## src/rtl/bcd_seq_converter_pkg.sv

```systemverilog
// Shared types and helpers for the sequential binary-to-BCD converter.
// Optional leading-zero blanking is selected with BCD_BLANK_LEADING_EN.
package bcd_pkg;

    typedef enum logic [1:0] {
        IDLE  = 2'd0,
        SHIFT = 2'd1,
        DONE  = 2'd2
    } state_t;

    localparam logic [3:0] BCD_ADD3_THRESH = 4'd5;

    // Smallest digit count d with 10^d > 2^w-1; bounded loop keeps it a constant function.
    function automatic int bcd_digits(input int w);
        longint unsigned maxv;
        longint unsigned pow10;
        int d;
        maxv  = (w >= 64) ? {64{1'b1}} : ((64'd1 << w) - 64'd1);
        pow10 = 64'd1;
        d     = 0;
        for (int i = 0; i < 20; i++) begin
            if (pow10 <= maxv) begin
                pow10 = pow10 * 64'd10;
                d     = d + 1;
            end
        end
        return d;
    endfunction

endpackage

```

## src/rtl/bcd_seq_converter_if.sv

```systemverilog
// Request/result bundle between a counter source and the BCD converter.
// Macro BCD_BLANK_LEADING_EN (optional) controls whether blank carries data.
interface bcd_seq_converter_if #(
    parameter int BIN_W  = 8,
    parameter int DIGITS = 3
);
    import bcd_pkg::*;

    // start is sampled only while idle (or in the done cycle); bin_in is captured on that
    // accepting edge. busy is high while iterating; done pulses one cycle when bcd_out/blank update.
    logic                  start;
    logic [BIN_W-1:0]      bin_in;
    logic                  busy;
    logic                  done;
    logic [4*DIGITS-1:0]   bcd_out;
    logic [DIGITS-1:0]     blank;
    state_t                dbg_state;

    modport master (
        output start, bin_in,
        input  busy, done, bcd_out, blank, dbg_state
    );

    modport slave (
        input  start, bin_in,
        output busy, done, bcd_out, blank, dbg_state
    );

endinterface

```

## src/rtl/bcd_seq_converter_add3_digit.sv

```systemverilog
// One double-dabble correction cell: adds 3 to a BCD digit that is 5 or more.
module bcd_add3_digit
    import bcd_pkg::*;
(
    input  logic [3:0] d,
    output logic [3:0] q
);

    assign q = (d >= BCD_ADD3_THRESH) ? (d + 4'd3) : d;

endmodule

```

## src/rtl/bcd_seq_converter.sv

```systemverilog
// Multi-cycle binary-to-BCD converter, one shift-add-3 iteration per clock.
// Define BCD_BLANK_LEADING_EN to register a leading-zero blank mask alongside bcd_out.
module bcd_seq_converter
    import bcd_pkg::*;
#(
    parameter int BIN_W  = 8,
    parameter int DIGITS = 3
) (
    input  logic              clk,
    input  logic              rst_n,
    bcd_seq_converter_if.slave bus
);

    localparam int CW    = $clog2(BIN_W + 1);
    localparam int BCD_W = 4 * DIGITS;
    localparam int SR_W  = BCD_W + BIN_W;

    if (BIN_W < 1) begin : g_bin_w_check
        $error("bcd_seq_converter: BIN_W must be at least 1");
    end
    if (DIGITS < bcd_digits(BIN_W)) begin : g_digits_check
        $error("bcd_seq_converter: DIGITS too small for BIN_W");
    end

    state_t             state;
    logic [CW-1:0]      cnt;
    logic [SR_W-1:0]    shreg;
    logic [BCD_W-1:0]   adj_digits;
    logic [SR_W-1:0]    shifted;
    logic [BCD_W-1:0]   bcd_next;
    logic [BCD_W-1:0]   bcd_r;
    logic               busy_r;
    logic               done_r;
    logic               last_iter;

    for (genvar g = 0; g < DIGITS; g++) begin : g_add3
        bcd_add3_digit u_add3 (
            .d (shreg[BIN_W + 4*g +: 4]),
            .q (adj_digits[4*g +: 4])
        );
    end

    assign shifted   = {adj_digits, shreg[BIN_W-1:0]} << 1;
    assign bcd_next  = shifted[SR_W-1 -: BCD_W];
    assign last_iter = (state == SHIFT) && (cnt == CW'(1));

    // DONE behaves like IDLE for start so back-to-back conversions leave no gap.
    always_ff @(posedge clk) begin
        if (!rst_n) begin
            state  <= IDLE;
            cnt    <= '0;
            shreg  <= '0;
            bcd_r  <= '0;
            busy_r <= 1'b0;
            done_r <= 1'b0;
        end else begin
            case (state)
                IDLE, DONE: begin
                    done_r <= 1'b0;
                    if (bus.start) begin
                        shreg  <= {{BCD_W{1'b0}}, bus.bin_in};
                        cnt    <= CW'(BIN_W);
                        busy_r <= 1'b1;
                        state  <= SHIFT;
                    end else begin
                        state  <= IDLE;
                    end
                end
                SHIFT: begin
                    shreg <= shifted;
                    cnt   <= cnt - CW'(1);
                    if (last_iter) begin
                        bcd_r  <= bcd_next;
                        busy_r <= 1'b0;
                        done_r <= 1'b1;
                        state  <= DONE;
                    end
                end
                default: begin
                    state  <= IDLE;
                    busy_r <= 1'b0;
                    done_r <= 1'b0;
                end
            endcase
        end
    end

`ifdef BCD_BLANK_LEADING_EN
    logic [DIGITS-1:0] blank_next;
    logic [DIGITS-1:0] blank_r;

    // Walk down from the top digit; a digit blanks only while everything above it is zero.
    always_comb begin
        logic zero_above;
        blank_next = '0;
        zero_above = 1'b1;
        for (int i = DIGITS - 1; i >= 1; i--) begin
            zero_above    = zero_above && (bcd_next[4*i +: 4] == 4'd0);
            blank_next[i] = zero_above;
        end
    end

    always_ff @(posedge clk) begin
        if (!rst_n) begin
            blank_r <= '0;
        end else if (last_iter) begin
            blank_r <= blank_next;
        end
    end

    assign bus.blank = blank_r;
`else
    assign bus.blank = '0;
`endif

    assign bus.busy      = busy_r;
    assign bus.done      = done_r;
    assign bus.bcd_out   = bcd_r;
    assign bus.dbg_state = state;

endmodule

```

## src/flat_wrapper.sv

```systemverilog
// flat-port wrapper written by rule: the top's interface ports become plain ports
module bcd_seq_converter_flat import bcd_pkg::*;
#(
    parameter int BIN_W  = 8,
    parameter int DIGITS = 3
)
  (clk, rst_n, bus_start, bus_bin_in, bus_busy, bus_done, bus_bcd_out, bus_blank, bus_dbg_state);
  bcd_seq_converter_if #(.BIN_W(BIN_W), .DIGITS(DIGITS)) bus_i ();
  input  logic clk;
  input  logic rst_n;
  input wire logic [$bits(bus_i.start)-1:0] bus_start;
  input wire logic [$bits(bus_i.bin_in)-1:0] bus_bin_in;
  output wire logic [$bits(bus_i.busy)-1:0] bus_busy;
  output wire logic [$bits(bus_i.done)-1:0] bus_done;
  output wire logic [$bits(bus_i.bcd_out)-1:0] bus_bcd_out;
  output wire logic [$bits(bus_i.blank)-1:0] bus_blank;
  output wire logic [$bits(bus_i.dbg_state)-1:0] bus_dbg_state;
  assign bus_i.start = bus_start;
  assign bus_i.bin_in = bus_bin_in;
  assign bus_busy = bus_i.busy;
  assign bus_done = bus_i.done;
  assign bus_bcd_out = bus_i.bcd_out;
  assign bus_blank = bus_i.blank;
  assign bus_dbg_state = bus_i.dbg_state;
  bcd_seq_converter #(.BIN_W(BIN_W), .DIGITS(DIGITS)) u_core (.clk(clk), .rst_n(rst_n), .bus(bus_i));
endmodule
```

## config.mk

```make
export PLATFORM = sky130hd
export DESIGN_NAME = bcd_seq_converter_flat
export DESIGN_NICKNAME = d
export VERILOG_FILES = /design/src/rtl/bcd_seq_converter_pkg.sv /design/src/rtl/bcd_seq_converter_if.sv /design/src/rtl/bcd_seq_converter_add3_digit.sv /design/src/rtl/bcd_seq_converter.sv /design/src/flat_wrapper.sv
export SDC_FILE = /design/constraint.sdc
export NUM_CORES = 1
export LEC_CHECK = 0
export BUFFER_PORTS_ARGS = -buffer_cell sky130_fd_sc_hd__buf_2
export CAP_MARGIN = 20
export CORE_ASPECT_RATIO = 1.4
export CORE_MARGIN = 2
export CORE_UTILIZATION = 35
export CTS_BUF_LIST = sky130_fd_sc_hd__clkbuf_8 sky130_fd_sc_hd__clkbuf_16
export DETAILED_ROUTE_END_ITERATION = 10
export PLACE_DENSITY = 0.57
export SETUP_SLACK_MARGIN = 0.02
export SYNTH_ARGS = -nofsm -noshare
export SYNTH_HDL_FRONTEND = slang
export SYNTH_HIERARCHICAL = 1
export SYNTH_SLANG_ARGS = --single-unit
```

## constraint.sdc

```tcl
create_clock -name clk -period 1.49 [get_ports clk]
set_input_delay 0.298 -clock clk [delete_from_list [all_inputs] [get_ports clk]]
set_output_delay 0.298 -clock clk [all_outputs]
set_load 0.01 [all_outputs]
```

==> impl_results.md, run 1 <==
* Status: finished clean
* Min cycle time layout at 1.43 ns
* Die W at 64.3 um
* Hold Crit Class: input pin to flip-flop
* Startpoint types: flip-flop
* Antenna Nets Post-Route at 0
* Core area at 0.00488 sq mm
* Worst-path clk slew at 0.08 ns
* Fill cell count at 497
* Clk_skew at 0.00515 ns
* CP max-delay cell: dfxtp_2
* CTS Buffer Depth at 2
* Final nets at 243
* Post-Syn Area per Cell at 9.72 sq um
* Leak at 0.983 nW
* DR iter-0 viols at 60
* Post-Syn Area at 0.00178 sq mm
* Period utilization at 96.0%
* Total track usage at 14.0%
* Num rows at 30
* Crit path DAT at 1.62 ns
* Area grow syn2layout at 27.4%
* Most Crowded Layer GR: met2
* Initial antenna violation count at 0
* WL/cell at 13.2 um
* Max incr delay on CP at 0.35 ns
* Final WL at 3800 um
* Drt drc at 0
* TritonCTS clock tree: yes
* GRT Residual Overflow at 0
* F_max at 699 MHz
* First-pass GRT wire length at 6190 um
* FF-to-FF setup slack at 0.06 ns
* Placer Congestion at 0.769
* H-tree depth at 2
* Max Cap Violations at 0
* Grt met1 use at 16.0%
* Max VDD drop at 697 uV
* Boundary Pins at 30
* Placed Instance Area at 0.00199 sq mm
* DR vias at 1432
* Met2 Resource Use GR at 24.2%
* Most frequent cells in the layout: dfxtp_1 (34), buf_2 (26), a22o_1 (22), nand2_1 (19), buf_4 (17)
* Final Hold Viols at 0
* Clk_lat worst skew at 0.29 ns
* Initial Utilization at 36.5%
* Post-Synthesis Cells at 183
* CTS sink count at 40
* Fin cells at 289
* Ant diodes at 0
* Commonest non-fill, non-tap cell in the layout: dfxtp_1
* Final Cell Area at 0.00227 sq mm
* GR Util met3 at 4.07%
* Layout cells sized above 1 at 36.0%
* Die ar. at 0.00568 sq mm
* Pwr dens at 1040 mW/mm^2
* Detailed placement HPWL at 2590 um
* DIE HEIGHT at 88.4 um
* CTS buffer count at 5
* Final setup viols at 0
* Slew Viols, Final at 0
* Placed cell count at 273
* Worst Path Max Fanout at 5
* PortBufs at 26
* Cell breakdown of the critical path: inv_1 -> ha_1 -> nor3b_4 -> buf_4 -> and3_2 -> a22o_1
* Largest net degree at the start of global routing at 15
* Root Driver: clkbuf_8
* Required time of the critical path at 1.68 ns
* Vias in the first global route at 1342
* Vias/cell at 4.96
* Detailed Routing Iterations Pass 1 at 4
* Synth warn at 6
* CP endpoint kind: flip-flop
* CP Class: flip-flop to flip-flop
cell type report:
class                           instances  area (sq um)  area share (%)
Sequential cell                        40           808            35.7
Tap cell                               64          80.1            3.53
Multi-Input combinational cell        123           937            41.3
Inverter                               10          37.5            1.66
Clock inverter                          1          30.0            1.32
Timing Repair Buffer                   44           278            12.3
Clock buffer                            7          96.3            4.25
final timing paths:
check | startpoint | cells after the start | endpoint
hold / removal | bus_bin_in[0] | 3 | u_core/shreg[0]
hold reg to reg | u_core/bus.bcd_out[9] | 2 | u_core/bus.bcd_out[9]
setup reg to reg | u_core/cnt[1] | 6 | u_core/bus.bcd_out[8]
setup / recovery | u_core/cnt[1] | 6 | u_core/bus.bcd_out[8]
routing by layer:
layer | vias to the layer above | wire length, um
met5 | - | 0
met4 | 0 | 81
met3 | 10 | 136
met2 | 25 | 1880
met1 | 673 | 1700
li1 | 724 | -
metrics by stage:
stage	power [W]	hold slack, ns	utilization [%]	setup slack (ns)	TNS, ns
4_1_cts	0.00235	0.242	43.6	0.0392	0
3_3_place_gp	0.00137	0.448	40.8	0.00149	0
5_1_grt	0.00247	0.239	46.5	-0.000396	-0.000396
2_1_floorplan	0.00131	0.434	-	0.171	0
6_report	0.00236	0.245	46.5	0.0589	0
3_5_place_dp	0.00138	0.455	40.8	-0.00928	-0.0359
flip-flops by register name, indices dropped and copies added, names as in the netlist:
signal,cells
u_core/cnt,4
u_core/bus.done,1
u_core/bus.dbg_state,2
u_core/shreg,20
u_core/bus.bcd_out,12
u_core/bus.busy,1
critical path: cells and delay by family, from the launching register on:
kind	cells	cell delay [ns]
buf+inv	2	0.21
simple gates	2	0.37
fa+ha+maj	1	0.17
compound gates	1	0.24
flops	1	0.35
what timing repair did:
item | in CTS | in global routing
cloned | 0 | 1
hold buffers | 0 | 0
buffers inserted | 0 | 7
pin swaps | 2 | 7
gates resized for setup | 3 | 19
endpoints found under the setup margin | 12 | 24
power breakdown:
part	internal (W)	switching (W)	leakage, nW
logic	0.000117	0.000140	0.591
registers	0.00110	0.0000279	0.328
clock network	0.000591	0.000380	0.0645
No activity file was read; power rests on OpenSTA's default activity.
==> inputs of run 2 (changes only) <==
CORE_MARGIN = 10   (was 2)
==> run 2 against run 1 <==
Compared with the run above:
- critical path depth is 1 higher
- sequential cell count is the same
- clock-buffer cell count decreased by 1
- register-to-register slack better by 0.03 ns
- highest routed layer unchanged
- non-clock buffer count is 2 lower
- hold slack better by 0.010 ns
- clock power decreased by 22%
- maximum frequency increased by 1.9%
- worst setup slack improved by 0.027 ns
- largest power group unchanged
==> impl_results.md, run 2 (synthesized netlist as in run 1, its figures left out) <==
* Status: finished clean
* Critical R2R Launch: u_core/shreg[17]
* Final nets at 241
* Antenna Nets Post-Route at 0
* Placer Congestion at 0.740
* Vias in the first global route at 1358
* Drt drc at 0
* Commonest non-fill, non-tap cell in the layout: dfxtp_1
* DR iter-0 viols at 66
* Detailed Routing Iterations Pass 1 at 4
* Slew Viols, Final at 0
* Worst-path clk slew at 0.07 ns
* Core area at 0.00488 sq mm
* Clk_lat worst skew at 0.29 ns
* Worst-case reg-to-reg path depth at 7
* Final setup viols at 0
* Required time of the critical path at 1.71 ns
* Final WL at 4110 um
* GRT Residual Overflow at 0
* WL/cell at 14.3 um
* Fill cell count at 505
* Die ar. at 0.00838 sq mm
* CP Class: flip-flop to flip-flop
* Biggest register: u_core/shreg
* DR vias at 1415
* Startpoint types: flip-flop
* Final Hold Viols at 0
* Area grow syn2layout at 25.9%
* Total track usage at 9.44%
* H-tree depth at 2
* RSZ-0062 raised after global routing: true
* Hold_buf cts at 0
* Crit path DAT at 1.63 ns
* Max Cap Violations at 0
* CTS Buffer Depth at 2
* Largest net degree at the start of global routing at 15
* Ant diodes at 0
* Vias/cell at 4.93
* Layout cells sized above 1 at 34.5%
* WHS Path Cells at 3
* Max VDD drop at 697 uV
* Final Power at 0.00213 W
* Leak at 0.954 nW
* HP Start: bus_bin_in[0]
* Detailed placement HPWL at 2800 um
* CP endpoint kind: flip-flop
* Hold Crit Class: input pin to flip-flop
* Pwr dens at 951 mW/mm^2
* Boundary Pins at 30
* Relative slew slack at 65.2%
* Worst setup startpoint: u_core/shreg[17]
* Actual slew at the worst max-slew pin at 0.520 ns
* CTS sink count at 40
* Min cycle time layout at 1.40 ns
* F_max at 712 MHz
* PortBufs at 26
* TritonCTS clock tree: yes
* CTS buffer count at 5
* Initial Utilization at 36.5%
* Initial antenna violation count at 0
* Num rows at 30
* Clk_skew at 0.00718 ns
* Root Driver: clkbuf_8
* FF-to-FF setup slack at 0.09 ns
* Max reg flops at 20
* Period utilization at 94.2%
* First-pass GRT wire length at 6480 um
* Die W at 80.3 um
* DIE HEIGHT at 104 um
* Worst Path Max Fanout at 3
* Setup TNS at 0 ns
* Most frequent cells in the layout: dfxtp_1 (35), buf_2 (26), a22o_1 (22), nand2_1 (19), buf_4 (14)
## run 2: per-stage QoR
step / utilization (%) / worst slack (ns) / cells / area (sq um) / hold WS [ns]
2_1_floorplan: - / 0.171 / 185 / 1790 / 0.434
4_1_cts: 42.9 / 0.0250 / 278 / 2090 / 0.250
3_3_place_gp: 40.6 / 0.0147 / 270 / 1980 / 0.445
5_1_grt: 45.9 / 0.00355 / 287 / 2240 / 0.264
6_report: 45.9 / 0.0859 / 287 / 2240 / 0.256
3_5_place_dp: 40.6 / -0.0208 / 270 / 1980 / 0.455
## run 2: final timing paths
kind	to
setup reg to reg	u_core/bus.bcd_out[10]
hold / removal	u_core/shreg[0]
setup / recovery	u_core/bus.bcd_out[10]
hold reg to reg	u_core/bus.bcd_out[10]
## run 2: layer usage
| metal | part of all wire [%] | GRT usage [%] | up-vias |
|---|---|---|---|
| li1 | - | - | 724 |
| met1 | 41 | 10.2 | 657 |
| met2 | 52 | 16.2 | 28 |
| met3 | 5.5 | 3.20 | 6 |
| met4 | 1.4 | 3.41 | 0 |
| met5 | 0 | 0 | - |
## run 2: area by class of cell
type	count	area, sq um	share of cell area, %
repair buffers	42	275	12.3
flip-flops and latches	40	807	36.0
clock inverters	2	15.0	0.670
multi-input cells	123	943	42.1
well taps	64	80.1	3.57
clock buffers	6	82.6	3.69
inverters	10	37.5	1.68
## run 2: worst max-delay path, stage by stage, from the launching register on
cell	delay, ns
dfxtp_2	0.34
inv_2	0.05
ha_1	0.17
nand2b_4	0.14
a21oi_4	0.17
mux2i_2	0.28
nand2_1	0.07
mux2i_1	0.11
## run 2: timing repair
action,in CTS,in global routing
resized for setup,4,17
pin swaps,3,5
gates cloned,0,1
setup endpoints to repair,13,24
buffers inserted,0,8
## run 2: power by group
part	switching (W)	internal, W	total (W)
Sequential	0.0000274	0.00110	0.00113
Combinational	0.000137	0.000111	0.000248
Clock	0.000378	0.000375	0.000753
Total	0.000543	0.00159	0.00213
